**src/rtl/demux4_stream.sv**
```systemverilog
// Registered 1-to-4 stream demultiplexer: one DEPTH-entry circular FIFO per destination channel,
// independent valid/ready on each output.
module demux4_stream #(
    parameter int unsigned WIDTH = 32,
    parameter int unsigned DEPTH = 2
) (
    input  logic                 clk,
    input  logic                 rst_n,
    input  logic                 in_valid,
    output logic                 in_ready,
    input  logic [1:0]           in_sel,
    input  logic [WIDTH-1:0]     in_data,
    output logic [3:0]           out_valid,
    input  logic [3:0]           out_ready,
    output logic [4*WIDTH-1:0]   out_data,
    output logic                 busy
);

    localparam int unsigned PW = (DEPTH > 1) ? $clog2(DEPTH) : 1;
    localparam int unsigned CW = $clog2(DEPTH + 1);

    logic [CW-1:0]    cnt_q  [4];
    logic [CW-1:0]    cnt_d  [4];
    logic [PW-1:0]    wptr_q [4];
    logic [PW-1:0]    wptr_d [4];
    logic [PW-1:0]    rptr_q [4];
    logic [PW-1:0]    rptr_d [4];
    logic [WIDTH-1:0] mem_q  [4][DEPTH];
    logic [WIDTH-1:0] mem_d  [4][DEPTH];

    logic       push;
    logic [3:0] push_ch;
    logic [3:0] pop_ch;

    // Readiness depends only on registered occupancy of the selected channel, never on out_ready.
    assign in_ready = (cnt_q[in_sel] != CW'(DEPTH));
    assign push     = in_valid & in_ready;

    always_comb begin
        out_valid = '0;
        out_data  = '0;
        for (int i = 0; i < 4; i++) begin
            out_valid[i]               = (cnt_q[i] != '0);
            out_data[i*WIDTH +: WIDTH] = mem_q[i][rptr_q[i]];
        end
    end

    assign busy = |out_valid;

    always_comb begin
        mem_d   = mem_q;
        push_ch = '0;
        pop_ch  = '0;
        for (int i = 0; i < 4; i++) begin
            push_ch[i] = push && (in_sel == 2'(i));
            pop_ch[i]  = out_valid[i] & out_ready[i];
            cnt_d[i]   = cnt_q[i];
            wptr_d[i]  = wptr_q[i];
            rptr_d[i]  = rptr_q[i];
            if (push_ch[i]) begin
                mem_d[i][wptr_q[i]] = in_data;
                wptr_d[i]           = wptr_q[i] + PW'(1);
            end
            if (pop_ch[i]) begin
                rptr_d[i] = rptr_q[i] + PW'(1);
            end
            if (push_ch[i] && !pop_ch[i]) begin
                cnt_d[i] = cnt_q[i] + CW'(1);
            end else if (!push_ch[i] && pop_ch[i]) begin
                cnt_d[i] = cnt_q[i] - CW'(1);
            end
        end
    end

    always_ff @(posedge clk or negedge rst_n) begin
        if (!rst_n) begin
            for (int i = 0; i < 4; i++) begin
                cnt_q[i]  <= '0;
                wptr_q[i] <= '0;
                rptr_q[i] <= '0;
                for (int j = 0; j < DEPTH; j++) begin
                    mem_q[i][j] <= '0;
                end
            end
        end else begin
            cnt_q  <= cnt_d;
            wptr_q <= wptr_d;
            rptr_q <= rptr_d;
            mem_q  <= mem_d;
        end
    end

endmodule

```
**config.mk**
```make
export PLATFORM = sky130hd
export DESIGN_NAME = demux4_stream
export DESIGN_NICKNAME = d
export VERILOG_FILES = /design/src/rtl/demux4_stream.sv
export SDC_FILE = /design/constraint.sdc
export NUM_CORES = 1
export LEC_CHECK = 0
export CAP_MARGIN = 20
export CORE_MARGIN = 3
export CORE_UTILIZATION = 55
export CTS_CLUSTER_DIAMETER = 50
export CTS_CLUSTER_SIZE = 16
export DETAILED_ROUTE_END_ITERATION = 6
export PLACE_DENSITY_LB_ADDON = 0.3
export SLEW_MARGIN = 0
export SYNTH_ARGS = -nofsm -noshare
export SYNTH_HDL_FRONTEND = slang
export SYNTH_SLANG_ARGS = --single-unit
```
**constraint.sdc**
```tcl
create_clock -name clk -period 2.07 [get_ports clk]
set_input_delay 0.621 -clock clk [delete_from_list [all_inputs] [get_ports clk]]
set_output_delay 0.621 -clock clk [all_outputs]
set_load 0.03 [all_outputs]
```
==> impl_metrics.ini <==
[critical_path]
reg2reg_setup_slack_ps = 20
crit_path_end_kind = primary output
crit_path_max_fanout = 2
crit_type = register to primary output
timing.rr.end = mem_q[122]
r2r_start = cnt_q[3]
cp.required_ps = 1450
r2r_cells = 7
worstSetupStartpointType = register
worstPathArrival_ps = 1840

[cts]
htree_levels = 1
clock-sinks = 272
cts-root-buf = clkbuf_16
path_clk_slew_ps = 70
clk_latency_ps = 520
cts_buffers = 24
clk_path_buf_depth = 3
cts_tree = yes

[floorplan]
die_width_microns = 154
core_area_sq_um = 21200
dieArea_sq_um = 23600
rows = 53
initial_core_util_pct = 56.5
die_h_microns = 154
io_pins = 175

[detailed_routing]
m1WireLength_microns = 12400
post_drt_wl_per_cell_microns = 22.5
top_layer_used = met4
first_iter_violations = 290
drc = 0
routed_wl_microns = 29400
dr_wl_met3_microns = 1220
via_per_inst = 5.52
num_vias = 7224
ant_nets = 0
first_pass_iters = 4
dr_wl_met2_microns = 15200

[final_layout]
layout-drive-gt1-share_pct = 65.5
final_common_cell = mux2_2
num-nets-final = 1064
antenna_cells = 0
stdcell_count = 1308
syn_to_final_growth_pct = 34.2
mostFrequentLayoutCells = mux2_2 (289), dfrtp_1 (268), buf_6 (106)
design_area_sq_um = 16100

[synth]
avgSynthCellArea_sq_um = 15.8
ys_types = 32
ys_ff_latch = 272
synth_nets = 805
synth_cells = 760
yosys_warnings = 0
synth_edf_count = 0
async_flop_share_pct = 100
ys_seq_area_share_pct = 56.8
syn_area_sq_um = 12000
synth-main-ff-cell = dfrtp_1

[grt]
overflow = 0
grt_pass1_vias = 7781
grt_start_max_net_pins = 50
grt_pass1_wl_microns = 43100
antenna_found_initial = 0
grt_use_total_pct = 22.7

[power]
p_leak_uw = 0.00747
p_per_area_nw_per_um2 = 1960
irDropWorstVdd_v = 0.00137

[run_status]
status = complete, but fails checks
failed_checks = negative setup slack

[sta]
hold_violations = 0
relSlewSlack_pct = 71.0
final.setup.worst_slack_ps = -388
rsz0062_at_grt = true
setup_violations = 132
period_minus_slack_ps = 2460
fmax_mhz = 407
slew_violations = 0
worstMarginPinSlew_ps = 435
timing.final.crit_share_pct = 119
setup_tns_ps = -38730
finClkSkew_ps = 15.1

[placement]
portBuffers = 174
gp_congestion = 0.741
dp_cells = 1221
place_ws_ps = -495
hpwl_microns = 17900
placed_cell_area_sq_um = 14500

[hold_path]
min_path_type = input pin to async pin

[job]
drv_cap = 0
-- worst max path at each step --
stage               depth (start not counted)       endpoint       from
finish                                      3           busy   cnt_q[7]
global route                                4  out_data[107]  rptr_q[0]
CTS                                         4       in_ready   cnt_q[6]
detailed placement                          3       in_ready  in_sel[1]
global placement                            3       in_ready  in_sel[1]
floorplan                                   2           busy   cnt_q[2]
-- cell usage after synthesis, drive strengths merged, types with 3 or more instances --
cell | count | area [sq um]
buf | 27 | 196
dfrtp | 272 | 6810
ha | 4 | 50.1
mux2 | 384 | 4440
xnor2 | 8 | 70.1
nand2 | 5 | 21.3
clkbuf | 17 | 63.8
xor2 | 12 | 105
or2 | 4 | 25.0
nand2b | 3 | 18.8
nor2 | 6 | 22.5
-- layout make-up --
class	instances	area (sq um)
flip-flops and latches	272	6810
multi-input cells	443	5210
fillers	1286	5130
repair buffers	277	2950
clock buffers	31	668
well taps	275	344
clock inverters	9	96.3
inverters	1	3.75
-- per-stage QoR --
step | hold slack [ps] | utilization (%) | total power [uW]
2_1_floorplan | 325 | - | 18900
3_3_place_gp | 463 | 68.3 | 24600
3_5_place_dp | 477 | 68.3 | 25000
4_1_cts | 8.58 | 72.4 | 29200
5_1_grt | 21.8 | 75.8 | 33000
6_report | 2.74 | 75.8 | 31600
-- power breakdown --
part / switching [uW] / internal (uW) / total [uW]
Combinational: 8400 / 9200 / 17600
Clock: 2010 / 2430 / 4440
Sequential: 1520 / 7990 / 9510
-- logic make-up after synthesis --
logic type / count (synthesis) / share of synthesized area (%)
buffers and inverters: 45 / 2.20
DFF: 272 / 56.8
muxes: 385 / 37.2
and+or+nand+nor: 34 / 1.93
xor gates and xnor gates: 20 / 1.46
adders and majority gates: 4 / 0.417
-- per-layer routing --
metal / up-vias / track usage [%]
met2: 153 / 39.1
met1: 3788 / 30.9
met4: 0 / 4.16
met3: 45 / 3.91
li1: 3238 / -
met5: - / 0
-- worst max-delay path, cell delays in order, from the launching register on --
cell	delay, ps
dfrtp_1	370
or2_4	260
or4_4	540
buf_6	150
-- registers in the layout, indices dropped and copies added (netlist names) --
signal and flops:
wptr_q 4, rptr_q 4, mem_q 256, cnt_q 8
-- what timing repair did --
| action | CTS | global route |
|---|---|---|
| resized for setup | 515 | 396 |
| setup buffers | 5 | 38 |
| endpoints found under the setup margin | 134 | 135 |
| pin swaps | 4 | 0 |
| hold buffers | 0 | 0 |
| cloned | 0 | 6 |
No activity file was read; power rests on OpenSTA's default activity.
